### config.mk
export PLATFORM = sky130hd
export DESIGN_NAME = ocm_s2_arbiter
export DESIGN_NICKNAME = d
export VERILOG_FILES = /design/src/rtl/ocm_s2_arbiter.sv
export SDC_FILE = /design/constraint.sdc
export NUM_CORES = 1
export LEC_CHECK = 0
export BUFFER_PORTS_ARGS = -buffer_cell sky130_fd_sc_hd__buf_4
export CORE_AREA = 3 3 227 229
export CTS_CLUSTER_DIAMETER = 150
export DETAILED_ROUTE_END_ITERATION = 10
export DIE_AREA = 0 0 230 232
export RECOVER_POWER = 100
export SLEW_MARGIN = 5
export SYNTH_ARGS = -nofsm -noshare
export SYNTH_HDL_FRONTEND = slang
export SYNTH_SLANG_ARGS = --single-unit
### constraint.sdc
create_clock -name clk_clk -period 3.1 [get_ports clk_clk]
set_input_delay 0.155 -clock clk_clk [delete_from_list [all_inputs] [get_ports clk_clk]]
set_output_delay 0.155 -clock clk_clk [all_outputs]
set_load 0.01 [all_outputs]
### src/rtl/ocm_s2_arbiter.sv
// On-chip memory arbiter: NCH requesters share one single-port memory.
// Grant is combinational (round-robin or fixed priority). Read responses
// are steered back with a one-hot tag pipeline matched to the memory
// read latency.
module ocm_s2_arbiter #(
   parameter int NCH       = 4,
   parameter int DW        = 64,
   parameter int AW        = 14,
   parameter int RDLAT     = 1,
   parameter int FIXED_PRI = 0
) (
   input  logic                     clk_clk,
   input  logic                     reset_reset_n,
   input  logic [NCH-1:0]           ch_req,
   input  logic [NCH-1:0]           ch_write,
   input  logic [NCH*AW-1:0]        ch_addr,
   input  logic [NCH*DW-1:0]        ch_wdata,
   input  logic [NCH*(DW/8)-1:0]    ch_byteenable,
   output logic [NCH-1:0]           ch_gnt,
   output logic [NCH-1:0]           ch_rvalid,
   output logic [DW-1:0]            ch_rdata,
   output logic [AW-1:0]            mem_address,
   output logic                     mem_chipselect,
   output logic                     mem_write,
   output logic [DW-1:0]            mem_writedata,
   output logic [(DW/8)-1:0]        mem_byteenable,
   output logic                     mem_clken,
   input  logic [DW-1:0]            mem_readdata
);

   localparam int BW = DW / 8;
   localparam int PW = (NCH > 1) ? $clog2(NCH) : 1;

   logic [PW-1:0]  ptr_r;
   logic           clken_r;
   logic [NCH-1:0] tag_r [RDLAT];
   logic [NCH-1:0] gnt_s;
   logic [PW-1:0]  gnt_idx_s;
   logic           any_gnt_s;
   logic           grant_ok_s;

   // Grants are only allowed once the memory clock is enabled and reset is released.
   assign grant_ok_s = clken_r & reset_reset_n;

   // Pick the winner: search from the pointer (round-robin) or from index 0 (fixed).
   always_comb begin : grant_comb
      int  c;
      logic hit;
      any_gnt_s = 1'b0;
      gnt_idx_s = '0;
      c         = 0;
      hit       = 1'b0;
      for (int k = 0; k < NCH; k++) begin
         if (FIXED_PRI != 0) begin
            c = k;
         end else begin
            c = int'(ptr_r) + k;
            if (c >= NCH) begin
               c = c - NCH;
            end else begin
               c = c;
            end
         end
         hit       = grant_ok_s & ~any_gnt_s & ch_req[c];
         any_gnt_s = any_gnt_s | hit;
         gnt_idx_s = hit ? PW'(c) : gnt_idx_s;
      end
      gnt_s = NCH'(any_gnt_s) << gnt_idx_s;
   end

   assign ch_gnt = gnt_s;

   // Route the granted channel's command to the memory; all-zero when idle.
   always_comb begin
      mem_chipselect = any_gnt_s;
      mem_write      = 1'b0;
      mem_address    = '0;
      mem_writedata  = '0;
      mem_byteenable = '0;
      for (int i = 0; i < NCH; i++) begin
         mem_write      = mem_write | (gnt_s[i] & ch_write[i]);
         mem_address    = mem_address    | (ch_addr[i*AW +: AW]       & {AW{gnt_s[i]}});
         mem_writedata  = mem_writedata  | (ch_wdata[i*DW +: DW]      & {DW{gnt_s[i]}});
         mem_byteenable = mem_byteenable | (ch_byteenable[i*BW +: BW] & {BW{gnt_s[i]}});
      end
   end

   // Priority pointer advances past the winner; clock enable rises one cycle after reset release.
   always_ff @(posedge clk_clk) begin
      if (!reset_reset_n) begin
         ptr_r   <= '0;
         clken_r <= 1'b0;
      end else begin
         clken_r <= 1'b1;
         if (any_gnt_s) begin
            ptr_r <= (gnt_idx_s == PW'(NCH - 1)) ? '0 : gnt_idx_s + PW'(1);
         end else begin
            ptr_r <= ptr_r;
         end
      end
   end

   // Read-tag pipeline: one-hot channel for reads, zero for writes, RDLAT stages deep.
   always_ff @(posedge clk_clk) begin
      if (!reset_reset_n) begin
         for (int k = 0; k < RDLAT; k++) begin
            tag_r[k] <= '0;
         end
      end else begin
         tag_r[0] <= gnt_s & ~ch_write;
         for (int k = 1; k < RDLAT; k++) begin
            tag_r[k] <= tag_r[k-1];
         end
      end
   end

   // Reads in flight are dropped by reset, so the strobe is also masked while reset is low.
   assign ch_rvalid = reset_reset_n ? tag_r[RDLAT-1] : '0;
   assign ch_rdata  = mem_readdata;
   assign mem_clken = clken_r;

endmodule
==> flow_summary.ini <==
[run_status]
status = completed

[routing]
drc = 0
drtPass1Iterations = 5
wl_mm = 21.9
viasPerCell = 3.67
postRouteAntennaNets = 0
vias = 5484
wl_per_cell_um = 14.7
drtIter0Drc = 290

[sta]
finalClockSkew_ns = 0.00440
fin_crit_ns = 2.97
hold_viol = 0
setup_viol = 0
worstMarginPinSlew_ns = 0.587
worst_slack_ns = 0.126
fmax_ghz = 0.336
fin_crit_sh = 0.959
relSlewSlack = 0.609
tns_ns = 0
maxSlewViolCount = 0
rsz0062_at_grt = false

[cts]
clk_path_buf_depth = 2
htree_levels = 1
cts_inserted_buffers = 3
root_buffer = clkbuf_16
clock-sinks = 7
clk_pin_slew_ns = 0.04
hold_buffers = 0
clock_latency_ns = 0.23
cts_tree = built

[critical_path]
cp-end-kind = output port
worstPathMaxFanout = 42
rr_worst_depth = 8
worstPathRequired_ns = 2.94
path_class = register to output port
rr_endpoint = ptr_r[1]
startpoint_type = register
ff2ff_setup_slack_ns = 0.66
r2r_start = ptr_r[1]
arrival_ns = 2.82

[layout]
multi_input_area_mm2 = 0.00224
seqCellArea_um2 = 145
syn2layout_area_growth_pct = 113
drive_gt1_frac = 0.521
instances_no_fill = 1493
final_nets = 1239
utilization = 0.136
fillCellCount = 5821

[synthesis]
syn_avg_cell_area_um2 = 6.98
syn_nets = 875
syn_area_mm2 = 0.00319
yosysWarnings = 0
synth_cell_types = 34
netlist_instances = 457
ys_seq_area_frac = 0.0439
ys_ff_latch = 7

[placement]
dp_cells = 1486
port_buffers = 450
place_ws_ns = -0.0183
dp_hpwl_mm = 18.1
routabilityCongestion = 0.885

[worst_hold_path]
hp-start = ch_write[2]
whs_endpoint = tag_r[0][2]
holdCritPathClass = input port to register
holdPathStages = 2

[grt]
grt_util_all_layers = 0.0703
grt_max_degree = 77
antenna_found_initial = 1
gr-total-overflow = 0
grt_pass1_wl_mm = 30.2
first_global_vias = 5452

[floorplan]
pin_count = 579
die_h_um = 232
dieArea_mm2 = 0.0534
core_area_mm2 = 0.0499
row_count = 82
start_util = 0.0640
die_w_um = 230

[power]
p_leak_nw = 2.90
p_per_area_mw_per_mm2 = 206
worst_ir_drop_vdd_uv = 151
report.power.total_mw = 1.40

[run]
maxCapViolations = 0
## cell families (layout without fill, tap and decap cells)
logic type                 Yosys count  count (layout)  share of synthesized area
AOI/OAI and AO/OA                  280             280                      0.628
buffers and inverters              134             497                      0.259
DFF                                  7               7                     0.0439
adders and majority gates            2               2                    0.00628
and+or+nand+nor                     30              30                     0.0506
muxes                                4               4                     0.0126
other                                0               1                          0
## cells in the final DEF, fill, tap and decap left out, drive strengths merged, types with 2 or more instances in the layout
cell type	n
nor3	4
and2	6
nor2	7
o21ai	3
dfxtp	7
nand3	2
a221oi	88
inv	7
nor2b	3
a21oi	93
clkbuf	80
a22oi	88
nand2	5
buf	409
maj3	2
mux2i	4
## per-layer routing
| layer | wire [um] | part of all wire | track usage |
|---|---|---|---|
| met3 | 2020 | 0.093 | 0.0155 |
| met1 | 7710 | 0.35 | 0.0756 |
| met4 | 475 | 0.022 | 0.0168 |
| met2 | 11700 | 0.53 | 0.138 |
| met5 | 0 | 0 | 0 |
## metrics by stage
stage / area [um^2] / hold WS, ns
6_report: 6780 / 0.114
5_1_grt: 6780 / 0.108
4_1_cts: 7040 / 0.0804
3_5_place_dp: 6950 / 0.310
3_3_place_gp: 6950 / 0.310
2_1_floorplan: 3190 / 0.183
## how the worst max path moves through the flow
stage | start | to | slack [ns] | cells past startpoint
finish | ptr_r[0] | mem_writedata[36] | 0.13 | 9
floorplan | ptr_r[1] | mem_writedata[24] | 0.89 | 9
global route | ptr_r[1] | mem_writedata[46] | 0.04 | 9
global placement | ptr_r[0] | mem_writedata[37] | 0.10 | 8
detailed placement | ptr_r[0] | mem_writedata[37] | -0.02 | 8
CTS | ptr_r[1] | mem_writedata[43] | 0.05 | 9
## sequential cells by signal (all words and copies together), names as in the netlist
signal / cells
ptr_r: 2
mem_clken: 1
tag_r: 4
## what timing repair did
action | in CTS | in global routing
endpoints found under the setup margin | 7 | 69
endpoints found under the hold margin | 0 | 0
setup buffers | 0 | 1
pin swaps | 0 | 1
gates resized for setup | 2 | 4
gates cloned | 0 | 1
## synthesized netlist by cell type, drive strengths merged
| cell | n | area share |
|---|---|---|
| a311oi | 1 | 0.0047 |
| nand3 | 2 | 0.0031 |
| a21oi | 93 | 0.15 |
| o32a | 1 | 0.0031 |
| inv | 7 | 0.0082 |
| o21ai | 3 | 0.0047 |
| dfxtp | 7 | 0.044 |
| nor2b | 3 | 0.0059 |
| nand2 | 5 | 0.0059 |
| o21a | 1 | 0.0024 |
| and2 | 6 | 0.012 |
| mux2i | 4 | 0.013 |
| nand2b | 1 | 0.0020 |
| o2bb2ai | 1 | 0.0027 |
| a31oi | 1 | 0.0020 |
| nor3b | 1 | 0.0024 |
| maj3 | 2 | 0.0063 |
| nor2 | 7 | 0.0082 |
| buf | 107 | 0.23 |
| a32o | 1 | 0.0031 |
| a21o | 1 | 0.0024 |
| a221oi | 88 | 0.25 |
| o211ai | 1 | 0.0024 |
| and4bb | 1 | 0.0051 |
| clkbuf | 20 | 0.024 |
| nor3 | 4 | 0.0063 |
| a22oi | 88 | 0.21 |
## final cells by class
class,instances,area share
Tap cell,672,0.124
Clock inverter,1,0.000738
Multi-Input combinational cell,316,0.331
Antenna cell,1,0.000369
Sequential cell,7,0.0214
Inverter,7,0.00387
Timing Repair Buffer,486,0.508
Clock buffer,3,0.0111
## power by group
group | switching (mW) | internal (mW) | total (mW)
clock | 0.0527 | 0.170 | 0.222
sequential | 0.00962 | 0.0952 | 0.105
combinational | 0.515 | 0.558 | 1.07
## critical path, cell delays in order, from the launching register on
cell and delay, ns:
dfxtp_4 0.43, inv_2 0.07, maj3_1 0.34, o2bb2ai_1 0.39, a21o_4 0.28, buf_8 0.28, clkbuf_2 0.24, a22oi_1 0.10
a21oi_1 0.16, clkbuf_1 0.22
(Power assumes the default switching activity.)
